**src/rtl/screen_hub75_rx_if.sv**
```systemverilog
// screen_hub75_rx_if: pixel-write stream (x, y, rgb) with valid/ready handshake.
interface screen_hub75_rx_if #(
  parameter int unsigned XW = 5,
  parameter int unsigned YW = 5
);
  logic          pix_valid;
  logic          pix_ready;
  logic [XW-1:0] pix_x;
  logic [YW-1:0] pix_y;
  logic [2:0]    pix_rgb;

  modport master (output pix_valid, pix_x, pix_y, pix_rgb, input pix_ready);
  modport slave  (input pix_valid, pix_x, pix_y, pix_rgb, output pix_ready);
endinterface

```
**src/rtl/screen_hub75_rx.sv**
```systemverilog
// screen_hub75_rx: HUB75 sink that rebuilds latched lines and replays them as pixel writes.
// Optional: define SCREEN_RX_BLANK_CHECK_EN to add the err_blank sticky flag.
module screen_hub75_rx #(
  parameter int unsigned COLS = 32,
  parameter int unsigned HALF = 16,
  parameter int unsigned XW   = 5,
  parameter int unsigned YW   = 5
) (
  input  logic       clk,
  input  logic       rst,
  input  logic       clk_screen,
  input  logic       R0,
  input  logic       G0,
  input  logic       B0,
  input  logic       R1,
  input  logic       G1,
  input  logic       B1,
  input  logic       blank,
  input  logic       latch,
  input  logic [4:0] row,
  screen_hub75_rx_if.master pix,
  output logic       frame_done,
  input  logic       err_clr,
  output logic       err_under,
  output logic       err_over,
  output logic       err_drop
`ifdef SCREEN_RX_BLANK_CHECK_EN
  ,
  output logic       err_blank
`endif
);

  localparam int unsigned CW   = $clog2(COLS + 2);
  localparam int unsigned IW   = XW + 1;
  localparam int unsigned LAST = 2 * COLS - 1;
`ifdef SCREEN_RX_BLANK_CHECK_EN
  localparam int unsigned SW = 14;
`else
  localparam int unsigned SW = 13;
`endif

  typedef enum logic {IDLE, EMIT} state_t;

  logic [SW-1:0] raw, s1, s2;
  logic          clk_d, latch_d;
  logic [5:0]    data_s;
  logic          clk_s, latch_s;
  logic [4:0]    row_s;

`ifdef SCREEN_RX_BLANK_CHECK_EN
  assign raw = {blank, row, latch, clk_screen, R0, G0, B0, R1, G1, B1};
`else
  logic unused_blank;
  assign unused_blank = blank;
  assign raw = {row, latch, clk_screen, R0, G0, B0, R1, G1, B1};
`endif

  assign data_s  = s2[5:0];
  assign clk_s   = s2[6];
  assign latch_s = s2[7];
  assign row_s   = s2[12:8];

  // Common two-flop synchronizer; data and strobes come from the same stage.
  always_ff @(posedge clk) begin
    if (rst) begin
      s1      <= '0;
      s2      <= '0;
      clk_d   <= 1'b0;
      latch_d <= 1'b0;
    end else begin
      s1      <= raw;
      s2      <= s1;
      clk_d   <= clk_s;
      latch_d <= latch_s;
    end
  end

  state_t                state, state_n;
  logic                  shift_rise, latch_rise;
  logic [COLS-1:0][5:0]  sr, sr_next, lb;
  logic [CW-1:0]         shift_cnt, cnt_eff;
  logic                  drop, under, over, take;

  assign shift_rise = clk_s & ~clk_d;
  assign latch_rise = latch_s & ~latch_d;

  // A shift coincident with a latch is applied before the count is judged.
  assign sr_next = shift_rise ? {sr[COLS-2:0], data_s} : sr;
  assign cnt_eff = (shift_rise && (shift_cnt != CW'(COLS + 1))) ? shift_cnt + CW'(1) : shift_cnt;

  assign drop  = latch_rise && ((state == EMIT) || (row_s >= 5'(HALF)));
  assign under = latch_rise && !drop && (cnt_eff < CW'(COLS));
  assign over  = latch_rise && !drop && (cnt_eff > CW'(COLS));
  assign take  = latch_rise && !drop && !under;

  always_ff @(posedge clk) begin
    if (rst)             shift_cnt <= '0;
    else if (latch_rise) shift_cnt <= '0;
    else                 shift_cnt <= cnt_eff;
  end

  always_ff @(posedge clk) begin
    sr <= sr_next;
    if (take) lb <= sr_next;
  end

  logic [IW-1:0] idx, idx_n;
  logic          valid_q, valid_n, done_n;
  logic [XW-1:0] x_q, x_n;
  logic [YW-1:0] y_q, y_n, row_q;
  logic [2:0]    rgb_q, rgb_n;

  // Emit sequencer: upper half columns first, then lower half.
  always_comb begin
    state_n = state;
    idx_n   = idx;
    valid_n = valid_q;
    done_n  = 1'b0;
    x_n     = x_q;
    y_n     = y_q;
    rgb_n   = rgb_q;
    case (state)
      IDLE: begin
        if (take) begin
          state_n = EMIT;
          idx_n   = '0;
          valid_n = 1'b1;
          x_n     = '0;
          y_n     = YW'(row_s);
          rgb_n   = sr_next[0][5:3];
        end
      end
      EMIT: begin
        if (valid_q && pix.pix_ready) begin
          if (idx == IW'(LAST)) begin
            state_n = IDLE;
            valid_n = 1'b0;
            done_n  = (row_q == YW'(HALF - 1));
          end else begin
            idx_n = idx + IW'(1);
            x_n   = idx_n[XW-1:0];
            y_n   = idx_n[XW] ? row_q + YW'(HALF) : row_q;
            rgb_n = idx_n[XW] ? lb[idx_n[XW-1:0]][2:0] : lb[idx_n[XW-1:0]][5:3];
          end
        end
      end
      default: state_n = IDLE;
    endcase
  end

  always_ff @(posedge clk) begin
    if (rst) begin
      state      <= IDLE;
      idx        <= '0;
      valid_q    <= 1'b0;
      x_q        <= '0;
      y_q        <= '0;
      rgb_q      <= '0;
      row_q      <= '0;
      frame_done <= 1'b0;
    end else begin
      state      <= state_n;
      idx        <= idx_n;
      valid_q    <= valid_n;
      x_q        <= x_n;
      y_q        <= y_n;
      rgb_q      <= rgb_n;
      frame_done <= done_n;
      if (take) row_q <= YW'(row_s);
    end
  end

  assign pix.pix_valid = valid_q;
  assign pix.pix_x     = x_q;
  assign pix.pix_y     = y_q;
  assign pix.pix_rgb   = rgb_q;

  // Sticky flags: a set event in the clearing cycle wins.
  always_ff @(posedge clk) begin
    if (rst) begin
      err_under <= 1'b0;
      err_over  <= 1'b0;
      err_drop  <= 1'b0;
    end else begin
      err_under <= under | (err_under & ~err_clr);
      err_over  <= over  | (err_over  & ~err_clr);
      err_drop  <= drop  | (err_drop  & ~err_clr);
    end
  end

`ifdef SCREEN_RX_BLANK_CHECK_EN
  logic [4:0] row_d;
  logic       blank_s, blank_hit;

  assign blank_s   = s2[13];
  assign blank_hit = !blank_s && (latch_rise || (row_s != row_d));

  // Latching or re-addressing while the panel is lit.
  always_ff @(posedge clk) begin
    if (rst) begin
      row_d     <= '0;
      err_blank <= 1'b0;
    end else begin
      row_d     <= row_s;
      err_blank <= blank_hit | (err_blank & ~err_clr);
    end
  end
`endif

endmodule
```
**src/flat_wrapper.sv**
```systemverilog
// flat-port wrapper written by rule: the top's interface ports become plain ports
module screen_hub75_rx_flat 
#(
  parameter int unsigned COLS = 32,
  parameter int unsigned HALF = 16,
  parameter int unsigned XW   = 5,
  parameter int unsigned YW   = 5
)
  (clk, rst, clk_screen, R0, G0, B0, R1, G1, B1, blank, latch, row, frame_done, err_clr, err_under, err_over, err_drop, pix_pix_valid, pix_pix_x, pix_pix_y, pix_pix_rgb, pix_pix_ready);
  screen_hub75_rx_if #(.XW(XW), .YW(YW)) pix_i ();
  input  logic clk;
  input  logic rst;
  input  logic clk_screen;
  input  logic R0;
  input  logic G0;
  input  logic B0;
  input  logic R1;
  input  logic G1;
  input  logic B1;
  input  logic blank;
  input  logic latch;
  input  logic [4:0] row;
  output logic frame_done;
  input  logic err_clr;
  output logic err_under;
  output logic err_over;
  output logic err_drop;
  output wire logic [$bits(pix_i.pix_valid)-1:0] pix_pix_valid;
  output wire logic [$bits(pix_i.pix_x)-1:0] pix_pix_x;
  output wire logic [$bits(pix_i.pix_y)-1:0] pix_pix_y;
  output wire logic [$bits(pix_i.pix_rgb)-1:0] pix_pix_rgb;
  input wire logic [$bits(pix_i.pix_ready)-1:0] pix_pix_ready;
  assign pix_pix_valid = pix_i.pix_valid;
  assign pix_pix_x = pix_i.pix_x;
  assign pix_pix_y = pix_i.pix_y;
  assign pix_pix_rgb = pix_i.pix_rgb;
  assign pix_i.pix_ready = pix_pix_ready;
  screen_hub75_rx #(.COLS(COLS), .HALF(HALF), .XW(XW), .YW(YW)) u_core (.clk(clk), .rst(rst), .clk_screen(clk_screen), .R0(R0), .G0(G0), .B0(B0), .R1(R1), .G1(G1), .B1(B1), .blank(blank), .latch(latch), .row(row), .pix(pix_i), .frame_done(frame_done), .err_clr(err_clr), .err_under(err_under), .err_over(err_over), .err_drop(err_drop));
endmodule
```
**config.mk**
```make
export PLATFORM = sky130hd
export DESIGN_NAME = screen_hub75_rx_flat
export DESIGN_NICKNAME = d
export VERILOG_FILES = /design/src/rtl/screen_hub75_rx_if.sv /design/src/rtl/screen_hub75_rx.sv /design/src/flat_wrapper.sv
export SDC_FILE = /design/constraint.sdc
export NUM_CORES = 1
export LEC_CHECK = 0
export ABC_AREA = 0
export CAP_MARGIN = 20
export CORE_MARGIN = 2
export CORE_UTILIZATION = 45
export DETAILED_ROUTE_END_ITERATION = 6
export GPL_ROUTABILITY_DRIVEN = 0
export PLACE_DENSITY_LB_ADDON = 0.12
export SLEW_MARGIN = 20
export SYNTH_ARGS = -nofsm -noshare
export SYNTH_HDL_FRONTEND = slang
export SYNTH_SLANG_ARGS = --single-unit
```
**constraint.sdc**
```tcl
create_clock -name clk -period 6.4 [get_ports clk]
set_input_delay 1.28 -clock clk [delete_from_list [all_inputs] [get_ports clk]]
set_output_delay 1.28 -clock clk [all_outputs]
set_load 0.01 [all_outputs]
```
==> results.py, run 1 <==
metrics = {
    "cts": {
        "htreeDepth": 2,
        "clkTransAtPathRegs_ns": 0.06,
        "cts_buffer_depth": 3,
        "cts_root_buf": "clkbuf_16",
        "cts_buffers": 47,
        "hold_buffers": 0,
        "clock-sinks": 443,
        "clk_latency_ns": 0.55,
        "cts_resized": 0,
        "cts_setup_buffers": 0,
        "cts_tree": "done",
    },
    "worst_setup_path": {
        "cp.required_ns": 5.12,
        "r2r_slack_ns": 2.71,
        "worstSetupStartpointType": "register",
        "crit_fanout": 31,
        "critPathArrivalTime_ns": 2.46,
        "cp-end-kind": "output pin",
        "reg2reg_depth": 4,
        "rr_startpoint": "u_core.state$_SDFF_PP0_",
        "rr_endpoint": "u_core.lb[175]$_DFFE_PP_",
        "critPathKind": "register to output pin",
    },
    "timing": {
        "slew_viol_final": 0,
        "period_share_pct": 58.5,
        "setup_viol": 0,
        "clock.fmax_mhz": 267,
        "setup_tns_ns": 0,
        "tightest_slew_ns": 1.06,
        "hold_viol": 0,
        "slew-limit-headroom_pct": 29.2,
        "fin_ws_ns": 2.66,
        "whs_ns": 0.435,
        "rsz0062_at_grt": "no",
        "finClkSkew_ns": 0.00954,
        "fin_crit_ns": 3.74,
    },
    "route": {
        "firstDrtPassIters": 4,
        "post-route-drc-count": 0,
        "num_vias": 9189,
        "drt-vias-per-instance": 4.88,
        "routed_wl_um": 27900,
        "wl_per_cell_um": 14.8,
        "detail_route.iter0.violations": 485,
        "ant_nets": 0,
    },
    "finish": {
        "synthToLayoutAreaGrowth_pct": 14.8,
        "diodes": 0,
        "nets": 1411,
        "drive_gt1_share_pct": 10.3,
    },
    "pwr": {
        "comb_power_share_pct": 1.8,
        "switching_share_pct": 19.6,
        "cellLeakagePower_nw": 6.68,
        "ir_drop_v": 0.000219,
        "internal_power_mw": 4.75,
        "seqPwrFrac_pct": 51.1,
        "clock_power_share_pct": 47.1,
        "p_switching_mw": 1.16,
        "power_density_nw_per_um2": 324,
    },
    "synthesis": {
        "yosys_register_bits": 443,
        "yosysMostFrequentCell": "nand2_1",
        "avgSynthCellArea_um2": 11.6,
        "ys_seq_area_share_pct": 67.8,
        "synth_area_leaders": "edfxtp_1 36%, dfxtp_1 32%, nand2_1 14%",
        "syn_area_um2": 15900,
        "netlist.area_leader.share_pct": 36.2,
        "synthTopCellsByCount": "593 x nand2_1, 251 x dfxtp_1, 192 x edfxtp_1, 48 x clkbuf_1, 45 x mux4_2",
        "synth_ff_type": "dfxtp_1",
        "synthCells": 1371,
        "synthArstFlopShare_pct": 0,
        "ys_types": 49,
        "syn_nets": 1392,
        "ys_warn_count": 0,
        "synth_top_area_cell": "edfxtp_1",
        "synth-edff-count": 192,
    },
    "grt": {
        "grt_pass1_wl_um": 46400,
        "antenna_found_initial": 0,
        "overflow": 0,
        "grt_max_degree": 193,
        "gr-usage-all-layers_pct": 15.7,
        "first_global_vias": 8929,
    },
    "hold_path": {
        "hold_class": "register to register",
        "whs_path_depth": 1,
        "hp-start": "u_core.s1[4]$_SDFF_PP0_",
        "holdPathEnd": "u_core.s2[4]$_SDFF_PP0_",
    },
    "floorplan": {
        "start_util_pct": 45.8,
        "row_count": 68,
        "die_w_um": 192,
        "die_area_um2": 36900,
        "ios": 36,
        "chipHeight_um": 192,
        "core_um2": 34700,
    },
    "placed_design": {
        "place_hpwl_um": 15600,
        "place_ws_ns": 2.75,
        "port_buffers": 34,
    },
    "run": {
        "maxCapViolCount": 0,
    },
    "outcome": {
        "status": "finished, final reports clean",
    },
}
==> sequential cells by signal (all words and copies together) (netlist names) <==
| register | count |
|---|---|
| u_core.clk_d | 1 |
| u_core.err_drop | 1 |
| u_core.err_over | 1 |
| u_core.err_under | 1 |
| u_core.frame_done | 1 |
| u_core.idx | 2 |
| u_core.latch_d | 1 |
| u_core.lb | 192 |
| u_core.pix.pix_rgb | 3 |
| u_core.pix.pix_valid | 1 |
| u_core.pix.pix_x | 4 |
| u_core.pix.pix_y | 5 |
| u_core.row_q | 5 |
| u_core.s1 | 13 |
| u_core.s2 | 13 |
| u_core.shift_cnt | 6 |
| u_core.sr | 192 |
| u_core.state | 1 |
==> final cells by class <==
cell class / instances / area [um2]
tap: 455 / 569
clock buffer: 73 / 1410
timing repair buffer: 45 / 430
sequential: 443 / 10800
multi-input combinational: 849 / 4810
fill: 3021 / 16500
clock inverter: 15 / 214
inverter: 4 / 15.0
==> cells in the final DEF, fill, tap and decap left out, types with 2 or more instances in the layout <==
cell type	Yosys	routed
nor2b_1	35	34
nand2_1	593	593
ha_1	3	2
o21ai_0	2	2
mux2_2	4	4
clkbuf_8	0	14
edfxtp_1	192	192
nor4b_1	2	2
inv_1	4	4
and3_1	2	2
mux2i_1	38	38
and2_1	2	2
nand4b_1	3	3
a211oi_1	12	12
clkinv_2	0	3
xor2_1	7	6
clkbuf_16	0	47
nor2_1	31	31
mux4_2	45	45
clkdlybuf4s50_1	0	33
xnor2_1	5	5
nand2b_1	5	4
bufinv_16	0	5
a21oi_1	12	12
a22oi_1	4	4
inv_6	0	3
o211a_1	2	2
o211ai_1	3	3
buf_4	6	10
a211o_1	3	3
clkinv_1	0	3
o21bai_1	2	2
clkbuf_1	48	12
nand3_1	16	16
dfxtp_1	251	250
==> critical path, stage by stage, from the launching register on <==
cell,delay (ns)
dfxtp_4,0.65
buf_4,0.60
clkdlybuf4s50_1,0.65
==> power by group through the flow <==
stage	registers [mW]	logic [mW]	clock network [mW]
after floorplan	3.07	0.0780	0
after global placement	3.08	0.107	0
after detailed placement	3.08	0.110	0
after CTS	3.02	0.111	2.86
after global routing	3.02	0.124	2.98
final	3.02	0.108	2.78
==> worst max-delay path by stage <==
stage                                      from                                  to  slack, ns  cells past startpoint
2_1_floorplan           u_core.state$_SDFF_PP0_  u_core.pix.pix_rgb[2]$_SDFFE_PP0P_       1.79                      7
3_3_place_gp            u_core.state$_SDFF_PP0_            u_core.lb[169]$_DFFE_PP_       2.74                      4
3_5_place_dp            u_core.state$_SDFF_PP0_            u_core.lb[181]$_DFFE_PP_       2.75                      4
4_1_cts        u_core.pix.pix_x[0]$_SDFFE_PP0P_                        pix_pix_x[0]       2.51                      2
5_1_grt        u_core.pix.pix_x[0]$_SDFFE_PP0P_                        pix_pix_x[0]       2.42                      2
6_report       u_core.pix.pix_x[0]$_SDFFE_PP0P_                        pix_pix_x[0]       2.66                      2
==> kinds of logic after synthesis <==
group                    after synthesis  share of synthesized area (%)
multiplexers                          87                           9.05
AO/OA/AOI/OAI                         47                           2.12
buffers and inverters                 79                           2.20
XOR/XNOR                              12                          0.661
adder cells (fa/ha/maj)                3                          0.236
AND/OR/NAND/NOR                      700                           17.9
flip-flops                           443                           67.8
==> through the flow <==
step	std cells	area [um2]	total power [mW]	util [%]
floorplan	1371	15900	3.15	-
detailed placement	1796	16600	3.19	47.9
finish	1884	18300	5.91	52.6
global route	1884	18300	6.12	52.6
CTS	1884	18300	5.99	52.6
global placement	1796	16600	3.18	47.9
==> metal layers <==
metal	up-vias	wire length, um	track usage [%]
li1	4662	-	-
met1	4382	13900	21.9
met2	104	12600	24.9
met3	41	974	3.09
met4	0	504	4.61
met5	-	0	0
No activity file was read; power rests on OpenSTA's default activity.
==> run 2, diff against run 1 <==
==> constraint.sdc (replaced) <==
create_clock -name clk -period 3.6 [get_ports clk]
set_input_delay 0.72 -clock clk [delete_from_list [all_inputs] [get_ports clk]]
set_output_delay 0.72 -clock clk [all_outputs]
set_load 0.01 [all_outputs]
==> run 2 against run 1 <==
Compared with the run above:
- critical path depth rose by 5
- design area barely moved
- flip-flop and latch count did not move
- clock power rose by 68%
- count of clock-buffer cells in the layout fell by 2
- die area did not move
- register-to-register slack got worse by 1.9 ns
- critical path type is now register to register
- largest cell class unchanged
- largest power group unchanged
==> results.py, run 2 (synthesis gave the netlist of run 1 again) <==
metrics = {
    "worst_setup_path": {
        "critPathArrivalTime_ns": 3.17,
        "crit_fanout": 23,
        "cp.required_ns": 4.02,
        "cp-end-kind": "register",
        "crit_family": "multiplexers",
        "critical-path-slowest-cell": "ha_2",
        "worstSetupStartpointType": "register",
        "critPathMostFrequentCell": "mux2i_1",
        "path_cells": "ha_2 > buf_12 > mux4_2 > mux2i_1 > mux2i_1 > mux2_2 > o211a_1",
        "slowest_delay_ns": 0.81,
        "critPathKind": "register to register",
        "worst-path-buf-inv": 1,
    },
    "cts": {
        "clk_latency_ns": 0.54,
        "cts_tree": "done",
        "cts_setup_buffers": 0,
        "cts_buffer_depth": 3,
        "cts_resized": 0,
        "cts_root_buf": "clkbuf_16",
        "clock-sinks": 443,
        "clkTransAtPathRegs_ns": 0.06,
        "cts_buffers": 46,
        "hold_buffers": 0,
        "htreeDepth": 2,
    },
    "floorplan": {
        "start_util_pct": 45.8,
        "chipHeight_um": 192,
        "die_area_um2": 36900,
        "ios": 36,
        "core_um2": 34700,
        "die_w_um": 192,
        "row_count": 68,
    },
    "timing": {
        "clock.fmax_mhz": 364,
        "setup_viol": 0,
        "fin_crit_ns": 2.75,
        "slew-limit-headroom_pct": 34.2,
        "rsz0062_at_grt": "no",
        "period_share_pct": 76.4,
        "tightest_slew_ns": 0.986,
        "finClkSkew_ns": 0.0112,
        "setup_tns_ns": 0,
        "hold_viol": 0,
        "slew_viol_final": 0,
    },
    "placed_design": {
        "port_buffers": 34,
        "placedCellCount": 1808,
        "place_hpwl_um": 16700,
        "post_dp_cell_area_um2": 16800,
    },
    "grt": {
        "antenna_found_initial": 0,
        "gr-usage-all-layers_pct": 15.9,
        "overflow": 0,
        "first_global_vias": 8943,
        "grt_max_degree": 102,
        "grt_pass1_wl_um": 47300,
    },
    "route": {
        "detail_route.iter0.violations": 481,
        "post-route-drc-count": 0,
        "drt-vias-per-instance": 4.87,
        "ant_nets": 0,
        "routed_wl_um": 28400,
        "num_vias": 9212,
        "wl_per_cell_um": 15.0,
        "firstDrtPassIters": 5,
    },
    "finish": {
        "synthToLayoutAreaGrowth_pct": 14.8,
        "mostFrequentLayoutCells": "593 x nand2_1, 250 x dfxtp_1, 192 x edfxtp_1",
        "mostFrequentLayoutCell": "nand2_1",
        "drive_gt1_share_pct": 10.5,
        "n_fill_cell": 2936,
        "reg_top3": "u_core.lb x192, u_core.sr x192",
        "nets": 1422,
        "final_area_um2": 18300,
        "final_cells": 1890,
        "diodes": 0,
    },
    "pwr": {
        "power_density_nw_per_um2": 561,
        "cellLeakagePower_nw": 6.69,
        "totalPowerFinal_mw": 10.2,
        "ir_drop_v": 0.000337,
    },
    "run": {
        "maxCapViolCount": 0,
    },
    "hold_path": {
        "hold_class": "register to register",
    },
    "outcome": {
        "status": "finished, final reports clean",
    },
}
==> run 2: cell type report <==
| cell class | count | area [um2] | share of cell area [%] |
|---|---|---|---|
| flip-flops and latches | 443 | 10800 | 59.1 |
| multi-input cells | 849 | 4810 | 26.4 |
| clock buffers | 71 | 1350 | 7.37 |
| repair buffers | 57 | 571 | 3.12 |
| well taps | 455 | 569 | 3.12 |
| clock inverters | 11 | 156 | 0.856 |
| inverters | 4 | 15.0 | 0.0822 |
==> run 2: power by group <==
group,internal [mW],leakage (nW),total [mW],switching (mW)
Clock,2.85,0.735,4.68,1.83
Sequential,5.32,3.46,5.37,0.0456
Combinational,0.0649,2.50,0.195,0.131
==> run 2: metal layers <==
| layer | vias up | share of wire (%) | track usage [%] |
|---|---|---|---|
| met5 | - | 0 | 0 |
| met4 | 0 | 1.6 | 3.99 |
| met3 | 40 | 3.4 | 2.78 |
| met2 | 120 | 46 | 25.0 |
| met1 | 4357 | 49 | 23.0 |
| li1 | 4695 | - | - |
==> run 2: stage by stage <==
stage / hold WS (ns) / util [%] / setup slack [ns]
finish: 0.436 / 52.6 / 0.849
global placement: 0.421 / 48.3 / 0.749
CTS: 0.441 / 52.6 / 0.740
detailed placement: 0.424 / 48.3 / 0.744
floorplan: 0.408 / - / 0.0907
global route: 0.450 / 52.6 / 0.621
==> run 2: worst paths after layout <==
check | start | to | slack, ns | depth (start not counted)
max | u_core.pix.pix_x[0]$_SDFFE_PP0P_ | u_core.pix.pix_rgb[1]$_SDFFE_PP0P_ | 0.85 | 7
min | u_core.s1[6]$_SDFF_PP0_ | u_core.s2[6]$_SDFF_PP0_ | 0.44 | 1
max reg2reg | u_core.pix.pix_x[0]$_SDFFE_PP0P_ | u_core.pix.pix_rgb[1]$_SDFFE_PP0P_ | 0.85 | 7
min reg2reg | u_core.s1[6]$_SDFF_PP0_ | u_core.s2[6]$_SDFF_PP0_ | 0.44 | 1
==> run 2: worst register-to-register path, cell delays in order, from the launching register on <==
cell     delay [ns]
dfxtp_4        0.43
ha_2           0.81
buf_12         0.29
mux4_2         0.32
mux2i_1        0.16
mux2i_1        0.09
mux2_2         0.31
o211a_1        0.23
